### src/rtl/btn_debounce_bank_pkg.sv
`default_nettype none
// +----------------------------------------------------------------------------+
// | Package : btn_debounce_bank_pkg                                             |
// | Purpose : Shared definitions for the push-button debounce bank: per-channel |
// |           FSM state encoding, default debounce lengths and width helper.    |
// | Revision: 1.0  initial release                                              |
// +----------------------------------------------------------------------------+
package btn_debounce_bank_pkg;

  // Per-channel debounce FSM states (explicit 2-bit encoding)
  typedef enum logic [1:0] {
    LOW  = 2'd0,
    RISE = 2'd1,
    HIGH = 2'd2,
    FALL = 2'd3
  } btn_state_e;

  // Default debounce lengths: long on silicon, short for simulation runs
  localparam int DEBOUNCE_CYCLES_SYN = 16;
  localparam int DEBOUNCE_CYCLES_SIM = 4;

  // Bits needed to hold the values 0..n inclusive
  function automatic int cnt_width(input int n);
    return (n < 1) ? 1 : $clog2(n + 1);
  endfunction

endpackage
`default_nettype wire

### src/rtl/btn_debounce_ch.sv
`default_nettype none
// +----------------------------------------------------------------------------+
// | Module  : btn_debounce_ch                                                   |
// | Purpose : One button channel: 2-flop synchroniser, LOW/RISE/HIGH/FALL       |
// |           debounce FSM with saturating counter, registered level and        |
// |           one-cycle press/release pulses. Optional auto-repeat of press     |
// |           while held, enabled by macro BTN_AUTOREPEAT_EN.                   |
// | Ports   : Clk           in  system clock (rising edge)                      |
// |           Reset         in  asynchronous active-high reset                  |
// |           btn_raw       in  raw asynchronous pin, 1 = pressed               |
// |           level         out debounced state                                 |
// |           press         out 1-cycle pulse on accepted press / auto-repeat   |
// |           release_pulse out 1-cycle pulse on accepted release               |
// | Revision: 1.0  initial release                                              |
// +----------------------------------------------------------------------------+
module btn_debounce_ch
  import btn_debounce_bank_pkg::*;
#(
  parameter int DEBOUNCE_CYCLES = DEBOUNCE_CYCLES_SYN,
  parameter int HOLD_DELAY      = 64,
  parameter int REPEAT_PERIOD   = 16
) (
  input  logic Clk,
  input  logic Reset,
  input  logic btn_raw,
  output logic level,
  output logic press,
  output logic release_pulse
);

  localparam int CNT_W = cnt_width(DEBOUNCE_CYCLES);
  localparam logic [CNT_W-1:0] CNT_MAX = CNT_W'(DEBOUNCE_CYCLES);
  localparam logic [CNT_W-1:0] CNT_ONE = CNT_W'(1);

  if (DEBOUNCE_CYCLES < 1 || HOLD_DELAY < 1 || REPEAT_PERIOD < 1) begin : g_bad_params
    $error("btn_debounce_ch: DEBOUNCE_CYCLES, HOLD_DELAY and REPEAT_PERIOD must be >= 1");
  end

  // Synchroniser: only s feeds the FSM
  logic sync_meta;
  logic s;

  always_ff @(posedge Clk or posedge Reset) begin
    if (Reset) begin
      sync_meta <= 1'b0;
      s         <= 1'b0;
    end else begin
      sync_meta <= btn_raw;
      s         <= sync_meta;
    end
  end

  btn_state_e       state, state_nxt;
  logic [CNT_W-1:0] cnt, cnt_nxt;
  logic             press_nxt, release_nxt;
  logic             press_d;

  always_comb begin
    state_nxt   = state;
    cnt_nxt     = cnt;
    press_nxt   = 1'b0;
    release_nxt = 1'b0;
    unique case (state)
      LOW: begin
        if (s) begin
          state_nxt = RISE;
          cnt_nxt   = CNT_ONE;
        end
      end
      RISE: begin
        if (!s) begin
          state_nxt = LOW;          // bounce: drop progress silently
          cnt_nxt   = '0;
        end else if (cnt == CNT_MAX) begin
          state_nxt = HIGH;
          cnt_nxt   = '0;
          press_nxt = 1'b1;
        end else begin
          cnt_nxt   = cnt + CNT_ONE; // cnt < CNT_MAX here, so it saturates
        end
      end
      HIGH: begin
        if (!s) begin
          state_nxt = FALL;
          cnt_nxt   = CNT_ONE;
        end
      end
      FALL: begin
        if (s) begin
          state_nxt = HIGH;         // bounce back: no pulse
          cnt_nxt   = '0;
        end else if (cnt == CNT_MAX) begin
          state_nxt   = LOW;
          cnt_nxt     = '0;
          release_nxt = 1'b1;
        end else begin
          cnt_nxt     = cnt + CNT_ONE;
        end
      end
      default: begin
        state_nxt = LOW;
        cnt_nxt   = '0;
      end
    endcase
  end

`ifdef BTN_AUTOREPEAT_EN
  localparam int REP_MAX = (HOLD_DELAY > REPEAT_PERIOD) ? HOLD_DELAY : REPEAT_PERIOD;
  localparam int REP_W   = cnt_width(REP_MAX);
  localparam logic [REP_W-1:0] HOLD_LAST = REP_W'(HOLD_DELAY - 1);
  localparam logic [REP_W-1:0] REP_LAST  = REP_W'(REPEAT_PERIOD - 1);

  // rep_phase = 0 while waiting for the first repeat, 1 afterwards
  logic [REP_W-1:0] rep_cnt, rep_cnt_nxt;
  logic             rep_phase, rep_phase_nxt;
  logic             repeat_hit;

  always_comb begin
    rep_cnt_nxt   = '0;
    rep_phase_nxt = 1'b0;
    repeat_hit    = 1'b0;
    // Only counts while staying in HIGH; a pulse is never issued on the
    // edge that leaves HIGH, so none can appear while in FALL.
    if (state == HIGH && state_nxt == HIGH) begin
      if (rep_cnt == (rep_phase ? REP_LAST : HOLD_LAST)) begin
        repeat_hit    = 1'b1;
        rep_phase_nxt = 1'b1;
      end else begin
        rep_cnt_nxt   = rep_cnt + REP_W'(1);
        rep_phase_nxt = rep_phase;
      end
    end
  end

  always_ff @(posedge Clk or posedge Reset) begin
    if (Reset) begin
      rep_cnt   <= '0;
      rep_phase <= 1'b0;
    end else begin
      rep_cnt   <= rep_cnt_nxt;
      rep_phase <= rep_phase_nxt;
    end
  end

  assign press_d = press_nxt | repeat_hit;
`else
  assign press_d = press_nxt;
`endif

  always_ff @(posedge Clk or posedge Reset) begin
    if (Reset) begin
      state         <= LOW;
      cnt           <= '0;
      level         <= 1'b0;
      press         <= 1'b0;
      release_pulse <= 1'b0;
    end else begin
      state         <= state_nxt;
      cnt           <= cnt_nxt;
      level         <= (state_nxt == HIGH) || (state_nxt == FALL);
      press         <= press_d;
      release_pulse <= release_nxt;
    end
  end

endmodule
`default_nettype wire

### src/rtl/btn_debounce_bank.sv
`default_nettype none
// +----------------------------------------------------------------------------+
// | Module  : btn_debounce_bank                                                 |
// | Purpose : Front-end for N_BTN board push-buttons. Each pin is synchronised  |
// |           and debounced independently, giving a clean level plus 1-cycle    |
// |           press/release pulses. Macro BTN_AUTOREPEAT_EN adds auto-repeat    |
// |           press pulses while a button is held.                              |
// | Ports   : Clk          in  system clock (rising edge)                       |
// |           Reset        in  asynchronous active-high reset                   |
// |           btn_raw      in  [N_BTN] raw pins, 1 = pressed                    |
// |           btn_level    out [N_BTN] debounced state                          |
// |           btn_press    out [N_BTN] press / auto-repeat pulses               |
// |           btn_release  out [N_BTN] release pulses                           |
// | Revision: 1.0  initial release                                              |
// +----------------------------------------------------------------------------+
module btn_debounce_bank
  import btn_debounce_bank_pkg::*;
#(
  parameter int N_BTN           = 4,
  parameter int DEBOUNCE_CYCLES = DEBOUNCE_CYCLES_SYN,
  parameter int HOLD_DELAY      = 64,
  parameter int REPEAT_PERIOD   = 16
) (
  input  logic             Clk,
  input  logic             Reset,
  input  logic [N_BTN-1:0] btn_raw,
  output logic [N_BTN-1:0] btn_level,
  output logic [N_BTN-1:0] btn_press,
  output logic [N_BTN-1:0] btn_release
);

  // Fully independent channels: no shared state, no priority
  for (genvar i = 0; i < N_BTN; i++) begin : g_ch
    btn_debounce_ch #(
      .DEBOUNCE_CYCLES (DEBOUNCE_CYCLES),
      .HOLD_DELAY      (HOLD_DELAY),
      .REPEAT_PERIOD   (REPEAT_PERIOD)
    ) u_ch (
      .Clk           (Clk),
      .Reset         (Reset),
      .btn_raw       (btn_raw[i]),
      .level         (btn_level[i]),
      .press         (btn_press[i]),
      .release_pulse (btn_release[i])
    );
  end

endmodule
`default_nettype wire

### config.mk
export PLATFORM = sky130hd
export DESIGN_NAME = btn_debounce_bank
export DESIGN_NICKNAME = d
export VERILOG_FILES = /design/src/rtl/btn_debounce_bank_pkg.sv /design/src/rtl/btn_debounce_ch.sv /design/src/rtl/btn_debounce_bank.sv
export SDC_FILE = /design/constraint.sdc
export NUM_CORES = 1
export LEC_CHECK = 0
export CAP_MARGIN = 10
export CORE_MARGIN = 10
export CORE_UTILIZATION = 57
export CTS_CLUSTER_DIAMETER = 150
export DETAILED_ROUTE_END_ITERATION = 10
export PLACE_DENSITY = 0.78
export SLEW_MARGIN = 20
export SYNTH_ARGS = -nofsm -noshare
export SYNTH_HDL_FRONTEND = slang
export SYNTH_SLANG_ARGS = --single-unit
### constraint.sdc
create_clock -name Clk -period 2.1 [get_ports Clk]
set_input_delay 0.315 -clock Clk [delete_from_list [all_inputs] [get_ports Clk]]
set_output_delay 0.315 -clock Clk [all_outputs]
set_load 0.02 [all_outputs]
# Word level (Yosys, flattened, before mapping)
# Index checks and enable logic that the tools add are counted.
totals:
  regBits: 48
  latch_bits: 0
  mem_bits_rw: 0
  mem_bits_ro: 0
  in_bits: 6
  wordCells: 148
  n_memories: 0
op_classes:
  add_sub_neg: 4
  n_mul: 0
  div_mod_pow: 0
  n_lt_le_gt_ge: 0
  n_eq_ne: 32
  n_shift: 0
  muxes: 72
  bitwise: 0
  n_reduce_logical: 12
ops:
  columns: ["op", "count"]
  rows:
  - ["$mux 5", 20]
  - ["$pmux 5 s4", 4]
  - ["$mux 2", 24]
  - ["$eq 2x2->1 const B", 16]
  - ["$pmux 2 s4", 4]
  - ["$add 5x1->5 const B", 4]
  - ["$eq 5x5->1 const B", 4]
  - ["$mux 1", 20]
  - ["$eq 2x1->1 const B", 4]
  - ["$logic_not 2->1", 4]
  - ["$ne 2x1->1 const B", 4]
  - ["$ne 2x2->1 const B", 4]
  - ["$reduce_and 2->1", 4]
  - ["$logic_or 1x1->1", 4]

# Logic depth before layout (Yosys ltp)
logic_depth:
  ltp_word: 6
  mapped_depth: 5

# Hierarchy
# From an unflattened synthesis, not the netlist that was laid out.
hier_totals:
  cells_unflattened: 174
  hier_area_um2: 2092.0
by_module_without_submodules:
  columns: ["module", "n_inst", "cells_each", "area_each_um2", "seq_area_each_um2"]
  rows:
  - ["btn_debounce_ch at g_ch[0].u_ch ...", 3, 43, 521.8, 300.3]
  - ["btn_debounce_ch at g_ch[3].u_ch", 1, 45, 526.8, 300.3]

# Worst setup path before layout
# Ideal clock, no wire load.
synth_timing:
  path_kind: "reg-to-reg"
  from: "register g_ch[0].u_ch.cnt[0]"
  to: "register g_ch[0].u_ch.cnt[4]"
  arrival_ns: 1.350
  required_time_ns: 2.013
  path_slack_ns: 0.663
  stages_incl_launch_ff: 6
  n_path_buf: 0
  period_less_slack_ns: 1.437
  path_cell_list: "dfrtp_1 inv_1 ha_1 and4bb_2 or3_1 o211ai_1"
synth_via:
  elab_chain_cells: 4
synth_rtl:
  columns: ["element", "line_no", "rtl"]
  rows:
  - ["from (decl)", "btn_debounce_ch.sv:54", "logic [CNT_W-1:0] cnt, cnt_nxt;"]
  - ["from (signal assigned)", "btn_debounce_ch.sv:159", "cnt <= cnt_nxt;"]
  - ["$add 5x1->5 or $eq 5x5->1 (tied branches)", null, null]
  - ["$mux 5 (*)", "btn_debounce_ch.sv:74, btn_debounce_ch.sv:92", null]
  - ["$mux 5 (on tied branches)", "btn_debounce_ch.sv:89, btn_debounce_ch.sv:71", null]
  - ["$pmux 5 s4 (*)", "btn_debounce_ch.sv:63", "unique case (state)"]
# Mark *: on every way between the ends. The rest lies on a longest branch, timed or not.
# A chain may end at the register's enable or synchronous reset.

# Worst setup path after layout
layout_timing:
  from: "register g_ch[3].u_ch.cnt[0]"
  to: "register g_ch[3].u_ch.state[1]"
layout_via:
  elab_chain_cells: 4
layout_rtl:
  columns: ["element", "line_no", "rtl"]
  rows:
  - ["from (decl)", "btn_debounce_ch.sv:54", null]
  - ["from (signal assigned)", "btn_debounce_ch.sv:159", null]
  - ["$eq 5x5->1 (*)", "btn_debounce_ch.sv:74, btn_debounce_ch.sv:92", null]
  - ["$mux 2 (on tied branches)", "btn_debounce_ch.sv:92, btn_debounce_ch.sv:74", null]
  - ["$mux 2 (on tied branches)", "btn_debounce_ch.sv:89, btn_debounce_ch.sv:71", null]
  - ["$pmux 2 s4 (*)", "btn_debounce_ch.sv:63", null]
  - ["named net g_ch[3].u_ch.state_nxt[1]", "btn_debounce_ch.sv:53", "btn_state_e state, state_nxt;"]
  - ["to (signal assigned)", "btn_debounce_ch.sv:158", "state <= state_nxt;"]
  - ["to (decl)", "btn_debounce_ch.sv:53", null]
# The timed path passes the listed nets; every way through them passes the cells marked *.

==> results.toml <==
[status]
run_status = "finished, final reports clean"

[flow_run]
cap_viol_max_count = 0

[pwr]
power.internal_mw = 1.62
p_seq_share_pct = 49.2
leakagePower_nw = 1.13
switching_share_pct = 20.8
power_density_nw_per_um2 = 809
clkPwrFrac_pct = 43.4
worst_ir_drop_vdd_mv = 0.728
p_total_mw = 2.05
pwr-share-comb_pct = 7.4
p_switching_uw = 427

[yosys]
synth_most_common_cell = "dfrtp_1"
synth_commonest_cells = "dfrtp_1 (48), nand3_1 (17), nand2_1 (13)"
synthArstFlopShare_pct = 100
yosysSeqAreaShare_pct = 54.1
syn_inst = 193
synth_edf_count = 0
avgSynthCellArea_um2 = 11.5
ys.flop_type = "dfrtp_1"
yosysTopAreaCell = "dfrtp_1"
synth_fp_nets = 207
ys_top_cells_by_area = "dfrtp_1 (54%), ha_1 (4.5%), buf_4 (4.1%), mux2_2 (4.1%), nand3_1 (3.8%)"
synth_top_area_share_pct = 54.1
ys_types = 33
syn_area_um2 = 2220
yosysWarnings = 0
ys_seq_elements = 48

[global_route]
grt_pass1_vias = 1439
overflow = 0
antenna_found_initial = 0
grt_pass1_wl_mm = 6.57
grt_max_degree = 49
grtUsageTotal_pct = 12.4

[place]
place_congestion = 0.776
dp_hpwl_mm = 2.76
dp_cells = 244
portBuffers = 17

[drt]
routed_wl_mm = 3.84
drc = 0
first_pass_iters = 4
post_drt_via_cell_ratio = 5.77
wl_per_cell_um = 15.3
ant_nets = 0
dr_total_vias = 1453
drt_iter0_markers = 142

[setup_path]
max_stage_delay_ns = 0.40
reg2reg_setup_slack_ns = 0.51
cp_max_fo = 5
critPathLaunchType = "flop"
worstPathCellList = "inv_1 > ha_1 > and4bb_2 > nand2_1 > mux2_2"
endpoint_kind = "flop"
required_ns = 2.30
crit_type = "flop to flop"
cp.arrival_ns = 1.79
r2r-start = "g_ch[3].u_ch.cnt[0]"
worst_path_max_delay_cell = "dfrtp_1"
crit_end = "g_ch[3].u_ch.state[1]"
ff2ff_path_depth = 5
timing.rr.end = "g_ch[3].u_ch.state[1]"
startpoint = "g_ch[3].u_ch.cnt[0]"

[timing]
final_max_slew_viol_count = 0
clock.fmax_mhz = 628
fin_skew_ns = 0.0121
fin_crit_sh_pct = 75.8
tns_ns = 0
finalSetupViolCount = 0
layout_min_cycle_time_ns = 1.59
hold_violations = 0
rsz0062_at_grt = "no"
worstMarginPinSlew_ns = 0.597
relSlewSlack_pct = 59.9

[finish]
n_antenna_cell = 0
fillers = 265
area_growth_pct = 14.0
drive_gt1_share_pct = 11.3
stdcell_count = 252
multi_input_area_um2 = 872
final-seq-area_um2 = 1200
nNetsFinal = 217

[clocking]
insertion_delay_ns = 0.30
hold_buffers = 0
clockRootBuffer = "clkbuf_8"
cts_resized = 0
post-cts-setup-buffers = 0
clock-sinks = 48
htreeDepth = 2
clkTransAtPathRegs_ns = 0.09
cts_tree = "done"
cts_max_path_buffers = 2
numCtsBuffers = 5

[floorplanning]
ios = 18
rows = 22
core_um2 = 3720
start_util_pct = 59.7
die_x_um = 82.4
design.die.area_um2 = 6790
die_y_um = 82.4

[hold_path]
hold_class = "flop to flop"
hold_path_depth = 0
==> flip-flops by register name (all words and copies together), names as in the netlist <==
signal                   cells
g_ch.u_ch.level              4
g_ch.u_ch.s                  4
g_ch.u_ch.release_pulse      4
g_ch.u_ch.press              4
g_ch.u_ch.state              8
g_ch.u_ch.cnt               20
g_ch.u_ch.sync_meta          4
==> power by group through the flow <==
stage	sequential [mW]	combinational, mW	clock [mW]
2_1_floorplan	1.01	0.111	0
3_3_place_gp	1.02	0.133	0
3_5_place_dp	1.02	0.152	0
4_1_cts	1.01	0.153	0.904
5_1_grt	1.02	0.173	0.937
6_report	1.01	0.151	0.890
==> final cells by class <==
cell class / count / area share, %
Clock buffer: 5 / 2.72
Clock inverter: 3 / 3.56
Tap cell: 48 / 2.37
Timing Repair Buffer: 19 / 7.81
Inverter: 11 / 1.63
Multi-Input combinational cell: 118 / 34.5
Sequential cell: 48 / 47.5
==> worst min-delay path by stage <==
| stage | startpoint | to | slack (ns) |
|---|---|---|---|
| after CTS | g_ch[3].u_ch.sync_meta | g_ch[3].u_ch.s | 0.35 |
| final | g_ch[3].u_ch.sync_meta | g_ch[3].u_ch.s | 0.34 |
| after floorplan | g_ch[0].u_ch.sync_meta | g_ch[0].u_ch.s | 0.33 |
| after global routing | g_ch[3].u_ch.sync_meta | g_ch[3].u_ch.s | 0.36 |
| after global placement | g_ch[2].u_ch.sync_meta | g_ch[2].u_ch.s | 0.33 |
| after detailed placement | g_ch[3].u_ch.sync_meta | g_ch[3].u_ch.s | 0.34 |
==> cells in the final DEF, fill, tap and decap left out, drive strengths merged, types with 7 or more instances in the layout <==
cell | Yosys | routed
xor2 | 7 | 7
nand2 | 13 | 13
a21oi | 7 | 7
dfrtp | 48 | 48
ha | 8 | 8
nand3 | 17 | 17
inv | 11 | 11
mux2 | 8 | 8
clkdlybuf4s50 | 0 | 17
nor3b | 8 | 8
==> worst max-delay path, delay by kind of cell, from the launching register on <==
family / cells / cell delay, ns
AND/OR/NAND/NOR: 2 / 0.44
adder cells (fa/ha/maj): 1 / 0.22
buffers and inverters: 1 / 0.08
multiplexers: 1 / 0.35
flip-flops: 1 / 0.40
==> routing by layer <==
metal | wire length, µm | vias up | GRT usage, %
li1 | - | 693 | -
met1 | 1650 | 720 | 14.3
met2 | 1950 | 32 | 20.7
met3 | 170 | 8 | 3.46
met4 | 79 | 0 | 6.29
met5 | 0 | - | 0
==> kinds of logic (layout without fill, tap and decap cells) <==
logic type | count (synthesis) | in the layout | synth area share [%]
xor+xnor | 12 | 12 | 4.74
compound gates | 26 | 26 | 8.06
fa+ha+maj | 8 | 8 | 4.51
flops | 48 | 48 | 54.1
simple gates | 64 | 64 | 17.9
buf+inv | 27 | 38 | 6.60
mux | 8 | 8 | 4.06
==> metrics by stage <==
stage                     hold slack [ns]  setup slack, ns  instance area (µm²)  utilization [%]
after floorplan                     0.331            0.641                 2220                -
after global placement              0.333            0.622                 2370             63.8
after detailed placement            0.338            0.511                 2370             63.8
after CTS                           0.351            0.509                 2530             68.1
after global routing                0.362            0.416                 2530             68.1
final                               0.340            0.508                 2530             68.1
(Power assumes the default switching activity.)
